**src/rtl/button_debouncer.sv**
```systemverilog
// Pushbutton debouncer with press/release strobes and auto-repeat.
//
// The raw active-low button is synchronised through two flops, then a five-state FSM
// requires the synchronised level to stay stable for DEBOUNCE_CYCLES before it accepts
// a press or a release. While a press is held, the first repeat strobe fires
// HOLD_CYCLES after the press strobe, and further strobes follow every REPEAT_CYCLES.
//
// Ports:
//   clk           - system clock; all state changes on its rising edge
//   rst           - synchronous active-high reset
//   btn_n         - raw pushbutton, asynchronous, active-low (0 = pressed)
//   level         - debounced button state, 1 = pressed (registered)
//   press_pulse   - one-cycle strobe when a press is accepted (registered)
//   release_pulse - one-cycle strobe when a release is accepted (registered)
//   repeat_pulse  - one-cycle strobe per auto-repeat event (registered)
//
// All three timing parameters must be >= 2 and < 2^32.

module button_debouncer #(
  parameter int unsigned DEBOUNCE_CYCLES = 120000,
  parameter int unsigned HOLD_CYCLES     = 6000000,
  parameter int unsigned REPEAT_CYCLES   = 1200000
) (
  input  logic clk,
  input  logic rst,
  input  logic btn_n,
  output logic level,
  output logic press_pulse,
  output logic release_pulse,
  output logic repeat_pulse
);

  // Terminal counts: the single counter runs 0..N-1 in each timed state.
  localparam logic [31:0] DebLast  = 32'(DEBOUNCE_CYCLES - 1);
  localparam logic [31:0] HoldLast = 32'(HOLD_CYCLES - 1);
  localparam logic [31:0] RptLast  = 32'(REPEAT_CYCLES - 1);

  typedef enum logic [2:0] {
    StIdle,
    StPressWait,
    StHeld,
    StRepeat,
    StReleaseWait
  } state_e;

  // ---------------------------------------------------------------------------
  // Input synchroniser. Both flops reset to 1 so the button reads as released.
  // ---------------------------------------------------------------------------
  logic sync1_q, sync2_q;
  logic pressed_s;

  always_ff @(posedge clk) begin
    if (rst) begin
      sync1_q <= 1'b1;
      sync2_q <= 1'b1;
    end else begin
      sync1_q <= btn_n;
      sync2_q <= sync1_q;
    end
  end

  assign pressed_s = ~sync2_q;

  // ---------------------------------------------------------------------------
  // FSM state, counter and registered outputs.
  // ---------------------------------------------------------------------------
  state_e      state_q, state_d;
  logic [31:0] cnt_q, cnt_d;
  logic        level_q, level_d;
  logic        press_q, press_d;
  logic        release_q, release_d;
  logic        repeat_q, repeat_d;

  always_ff @(posedge clk) begin
    if (rst) begin
      state_q   <= StIdle;
      cnt_q     <= '0;
      level_q   <= 1'b0;
      press_q   <= 1'b0;
      release_q <= 1'b0;
      repeat_q  <= 1'b0;
    end else begin
      state_q   <= state_d;
      cnt_q     <= cnt_d;
      level_q   <= level_d;
      press_q   <= press_d;
      release_q <= release_d;
      repeat_q  <= repeat_d;
    end
  end

  // ---------------------------------------------------------------------------
  // Next-state and counter logic.
  // ---------------------------------------------------------------------------
  always_comb begin
    state_d = state_q;
    cnt_d   = cnt_q;
    case (state_q)
      StIdle: begin
        cnt_d = '0;
        if (pressed_s) begin
          state_d = StPressWait;
        end
      end

      StPressWait: begin
        if (!pressed_s) begin
          // Bounce during press qualification: drop back silently.
          state_d = StIdle;
          cnt_d   = '0;
        end else if (cnt_q == DebLast) begin
          state_d = StHeld;
          cnt_d   = '0;
        end else begin
          cnt_d = cnt_q + 32'd1;
        end
      end

      StHeld: begin
        if (!pressed_s) begin
          state_d = StReleaseWait;
          cnt_d   = '0;
        end else if (cnt_q == HoldLast) begin
          state_d = StRepeat;
          cnt_d   = '0;
        end else begin
          cnt_d = cnt_q + 32'd1;
        end
      end

      StRepeat: begin
        if (!pressed_s) begin
          state_d = StReleaseWait;
          cnt_d   = '0;
        end else if (cnt_q == RptLast) begin
          cnt_d = '0;
        end else begin
          cnt_d = cnt_q + 32'd1;
        end
      end

      StReleaseWait: begin
        if (pressed_s) begin
          // Release bounce: still pressed, and the hold timer starts over.
          state_d = StHeld;
          cnt_d   = '0;
        end else if (cnt_q == DebLast) begin
          state_d = StIdle;
          cnt_d   = '0;
        end else begin
          cnt_d = cnt_q + 32'd1;
        end
      end

      default: begin
        state_d = StIdle;
        cnt_d   = '0;
      end
    endcase
  end

  // ---------------------------------------------------------------------------
  // Output logic: computes the values the output registers take at the next
  // edge, so each strobe lines up with the state transition that causes it.
  // ---------------------------------------------------------------------------
  always_comb begin
    level_d   = level_q;
    press_d   = 1'b0;
    release_d = 1'b0;
    repeat_d  = 1'b0;
    case (state_q)
      StIdle: begin
        level_d = 1'b0;
      end

      StPressWait: begin
        if (pressed_s && (cnt_q == DebLast)) begin
          level_d = 1'b1;
          press_d = 1'b1;
        end
      end

      StHeld: begin
        if (pressed_s && (cnt_q == HoldLast)) begin
          repeat_d = 1'b1;
        end
      end

      StRepeat: begin
        if (pressed_s && (cnt_q == RptLast)) begin
          repeat_d = 1'b1;
        end
      end

      StReleaseWait: begin
        if (!pressed_s && (cnt_q == DebLast)) begin
          level_d   = 1'b0;
          release_d = 1'b1;
        end
      end

      default: begin
        level_d = 1'b0;
      end
    endcase
  end

  assign level         = level_q;
  assign press_pulse   = press_q;
  assign release_pulse = release_q;
  assign repeat_pulse  = repeat_q;

  // ---------------------------------------------------------------------------
  // Behavioural checks on the output contract.
  // ---------------------------------------------------------------------------
  a_pulses_exclusive: assert property (@(posedge clk) disable iff (rst)
    $onehot0({press_q, release_q, repeat_q}));

  a_press_one_cycle: assert property (@(posedge clk) disable iff (rst)
    press_q |=> !press_q);

  a_release_one_cycle: assert property (@(posedge clk) disable iff (rst)
    release_q |=> !release_q);

  a_press_with_level: assert property (@(posedge clk) disable iff (rst)
    press_q |-> level_q);

  a_release_with_level: assert property (@(posedge clk) disable iff (rst)
    release_q |-> !level_q);

  a_cnt_debounce_bound: assert property (@(posedge clk) disable iff (rst)
    (state_q == StPressWait || state_q == StReleaseWait) |-> (cnt_q <= DebLast));

  a_cnt_hold_bound: assert property (@(posedge clk) disable iff (rst)
    (state_q == StHeld) |-> (cnt_q <= HoldLast));

  a_cnt_repeat_bound: assert property (@(posedge clk) disable iff (rst)
    (state_q == StRepeat) |-> (cnt_q <= RptLast));

  a_cnt_idle_zero: assert property (@(posedge clk) disable iff (rst)
    (state_q == StIdle) |-> (cnt_q == '0));

endmodule

```
**config.mk**
```make
export PLATFORM = sky130hd
export DESIGN_NAME = button_debouncer
export DESIGN_NICKNAME = d
export VERILOG_FILES = /design/src/rtl/button_debouncer.sv
export SDC_FILE = /design/constraint.sdc
export NUM_CORES = 1
export LEC_CHECK = 0
export CAP_MARGIN = 0
export CORE_UTILIZATION = 62
export CTS_BUF_LIST = sky130_fd_sc_hd__clkbuf_4
export CTS_CLUSTER_SIZE = 14
export DETAILED_ROUTE_END_ITERATION = 16
export GPL_TIMING_DRIVEN = 0
export PLACE_DENSITY = 0.81
export SYNTH_ARGS = -nofsm -noshare
export SYNTH_HDL_FRONTEND = slang
export SYNTH_SLANG_ARGS = --single-unit
```
**constraint.sdc**
```tcl
create_clock -name clk -period 2.1 [get_ports clk]
set_input_delay 0.525 -clock clk [delete_from_list [all_inputs] [get_ports clk]]
set_output_delay 0.525 -clock clk [all_outputs]
set_load 0.1 [all_outputs]
```
Word-level counts from Yosys, hierarchy flattened:

Cells that the tools add are included.

* register bits: 41
* logic and storage cells: 62

* reductions and logical operators: 10
* bitwise operators: 4
* $add $sub $neg: 1
* eq/ne operators: 14
* muxes and demuxes: 25

Operators by type and width (number)
* 32-bit 2-to-1 mux: 7
* 32-bit case mux with 4 select lines: 1
* 32-bit by 1-bit adder with 32-bit output (second input constant): 1
* 32-bit by 17-bit == test with 1-bit output (second input constant): 1
* 32-bit by 21-bit == test with 1-bit output (second input constant): 1
* 32-bit by 23-bit == test with 1-bit output (second input constant): 1
* 3-bit 2-to-1 mux: 8
* 3-bit case mux with 5 select lines: 1
* 3-bit inequality test (second input constant): 3
* 2-bit inequality test (second input constant): 4
* 3-bit by 2-bit == test with 1-bit output (second input constant): 2
* 1-bit 2-to-1 mux: 6
* 2-bit OR reduction: 3
* 5-bit AND reduction: 1
* 1-bit logical AND: 4
* 1-bit inverter: 4
* 3-bit by 1-bit == test with 1-bit output (second input constant): 1
* 3-bit == test (second input constant): 1
* 3-bit logical NOT: 1
* 1-bit case mux with 3 select lines: 1
* 3-bit AND reduction: 1
* 1-bit case mux with 2 select lines: 1

Longest topological paths before layout:

* word-level depth: 4
* depth in mapped cells: 7
* gate-level depth less buffers: 6

Worst setup path before layout:

No wires, ideal clock.

* path kind: reg-to-reg
* from: register cnt_q[18]
* to: register cnt_q[10]
* cell stages (with the launch flop): 7
* required time: 1.985 ns
* arrival time: 1.841 ns
* period minus slack after synthesis: 1.955 ns
* path slack: 0.145 ns
* cells stage by stage: dfxtp_1 -> or4b_4 -> nor4_4 -> nand4_4 -> a22oi_4 -> buf_6 -> nor2_1

* cells in the longest elaborated chain, start to end: 4
* elaborated cells between the ends (all ways): 11
* those cells by class: eq/ne: 3; mux: 8

Ends and longest elaborated chain
* start, declared: line 68 `logic [31:0] cnt_q, cnt_d;`
* start signal, assigned: line 84 `cnt_q <= cnt_d;`
* 32-bit by 17-bit == test with 1-bit output, or another cell as far along: line 111, 147
* 32-bit 2-to-1 mux, on equally long branches (2 in a row)
* 32-bit case mux with 4 select lines *: line 98 `case (state_q)`

Mark *: on every way between the ends. The rest lies on a longest branch, timed or not.
A chain may end at the register's enable or synchronous reset.

Worst setup path after layout:

* from: register press_q, in the netlist press_pulse
* to: output port press_pulse

RTL lines
* start, declared: line 70 `logic press_q, press_d;`
* start signal, assigned: line 86 `press_q <= press_d;`
* end, declared: line 28 `output logic press_pulse,`

No word-level cell between the ends.

==> metrics.txt <==
outcome=finished, violations left; Syn Area/Cell=9.15 um2; 1st-pass router iterations=10; net switching power=261 uW; maxcap violations=0; switch share=22.0%; most frequent cells in the layout=40 x nor2_1, 39 x dfxtp_1, 23 x xor2_1; multiplexer area fraction after synthesis=0%; clock transition at the registers of the reported paths=0.12 ns; Int Pwr=927 uW; die height=57.6 um; vias in the first global route=1471; startpoint types=register; final setup vio count=0; cell area after synthesis=1910 um2; Seq/Total Area, Yosys=42.9%; Seq pwr share=65.8%; main combinational cell family by area after synthesis=simple AND/OR/NAND/NOR gates; GR Util All Layers=25.3%; crit share post-route=98.0%; Post-Place Setup Slack=-0.0916 ns; largest net degree at the start of global routing=13; CTS tree=yes; Final Critical Period=2.06 ns; DR iter-0 viols=117; Post-Synth Simple-Gate Area=36.6%; Clock Path Buffers=2; HP Class=reg -> reg; failing checks=DRC; Syn Nets=213; CTS buffer count=5; total grt overflow=0; Worst Tran Pin Value=0.951 ns; PortBufs=6; WL/cell=15.0 um; adder-cell area share of the yosys netlist=0.654%; multi-input combinational cell area=1090 um2; ys async rst share=0%; Critical Path End Type=output port; Placeable Area=2830 um2; die area=3310 um2; Req. time, crit path=1.57 ns; area delta synth->final=12.6%; crit-path leading delay family=buffers and inverters; Sink Count=41; min setup slack post-route=0.0426 ns; final wirelength=3.89 mm; WP buf/inv=1; critical-path cell list=dlygate4sd2_1; Pleak=0.000760 uW; dpl cell area=2010 um2; Comb pwr share=1.1%; Synth Flop Type=dfxtp_1; Vias/cell=6.00; Yosys Warn Count=0; RePlAce Congestion=0.855; CP max-delay cell=dlygate4sd2_1; post-DP HPWL=2.57 mm; Fmax achieved=486 MHz; first-pass GRT wire length=6.40 mm; Die Span X=57.6 um; FF+latch count, synth=41; drc violations=1; Compound-Gate Fraction of Synth Area=3.14%; final hold vios=0; clk_skew=0.00918 ns; Relative slew margins=36.9%; Via Count=1561; final net count=232; IO Pins=7; # rows=19; htree depth=2; library cells used by synthesis=34; crit path kind=reg -> out; Max Fanout on Critical Path=1; initial antenna violation count=0; synthesized instance count=209; PwrDens=552 nW/um2; Final Max Tran Viols=0; clk_lat worst skew=0.36 ns; clk root buf=clkbuf_4; xor/xnor cell area share of the yosys netlist=14.2%; worst vdd rail ir drop=0.551 mV; EDFF count, synth=0; remaining antenna violation count after routing=0; FF+latch area=823 um2; max incr delay on CP=0.84 ns; starting density of the core=67.6%; fill cell count=188; fraction of layout cells with a size suffix above 1=14.4%; fin area=2150 um2; Clock Power Share=33.1%; Worst Path Arrival=1.53 ns; most common cell after layout, fill and taps aside=nor2_1; ANT cells=0
-- cell usage after synthesis (all sizes together), types with 4 or more instances --
cell type	instances	share of area (%)
xor2	23	11
and2	4	1.3
nand2	9	1.8
nor4	9	4.4
nor2	41	8.0
xnor2	8	3.7
nand4	12	4.7
and3	5	1.6
nand3	13	3.4
nor3	7	1.8
and4	6	2.7
dfxtp	41	43
-- registers in the layout, indices dropped and copies added (netlist names) --
register,flops
release_pulse,1
level,1
sync2_q,1
press_pulse,1
cnt_q,32
sync1_q,1
state_q,3
repeat_pulse,1
-- worst paths after layout --
kind                                from                   to  slack, ns  cells past startpoint
setup reg to reg    cnt_q[18]$_SDFF_PP0_  cnt_q[5]$_SDFF_PP0_       0.11                      6
setup / recovery  press_pulse$_SDFF_PP0_          press_pulse       0.04                      1
hold / removal        sync1_q$_SDFF_PP1_   sync2_q$_SDFF_PP1_       0.43                      1
hold reg to reg       sync1_q$_SDFF_PP1_   sync2_q$_SDFF_PP1_       0.43                      1
-- area by class of cell --
class / instances / share of cell area [%]
Multi-Input combinational cell: 161 / 50.7
Sequential cell: 41 / 38.2
Timing Repair Buffer: 12 / 4.47
Clock buffer: 6 / 2.09
Buffer: 5 / 1.92
Tap cell: 31 / 1.80
Clock inverter: 2 / 0.465
Inverter: 2 / 0.349
-- cells by family after synthesis --
group,after synthesis
xor gates and xnor gates,31
buffers and inverters,7
adders and majority gates,1
DFF,41
and+or+nand+nor,122
AOI/OAI and AO/OA,7
-- power groups by stage --
stage               Clock [uW]  Combinational (uW)  Sequential (uW)
finish                     393                13.2              782
global route               430                14.5              783
CTS                        395                12.7              782
detailed placement           0                12.4              799
global placement             0                12.1              799
floorplan                    0                6.47              799
-- layer usage --
metal | part of all wire (%) | global-route usage (%) | vias up
met1 | 46 | 30.7 | 742
met3 | 3.7 | 7.48 | 13
li1 | - | - | 772
met2 | 49 | 41.5 | 34
met5 | 0 | 0 | -
met4 | 1.8 | 10.8 | 0
-- per-stage QoR --
stage,setup TNS [ns],power [uW],hold slack (ns),cells,util (%)
4_1_cts,0,1190,0.439,256,74.1
5_1_grt,-0.000728,1230,0.445,260,76.1
6_report,0,1190,0.433,260,76.1
2_1_floorplan,0,805,0.389,209,-
3_5_place_dp,-0.939,812,0.407,246,71.1
3_3_place_gp,-0.0574,811,0.394,246,71.1
-- timing repair --
item,in CTS,in global routing
endpoints found under the setup margin,34,33
gates resized for setup,7,8
setup buffers,2,4
pin swaps,2,5
hold buffers,0,0
Note: power is estimated with default switching activity, not from simulation.
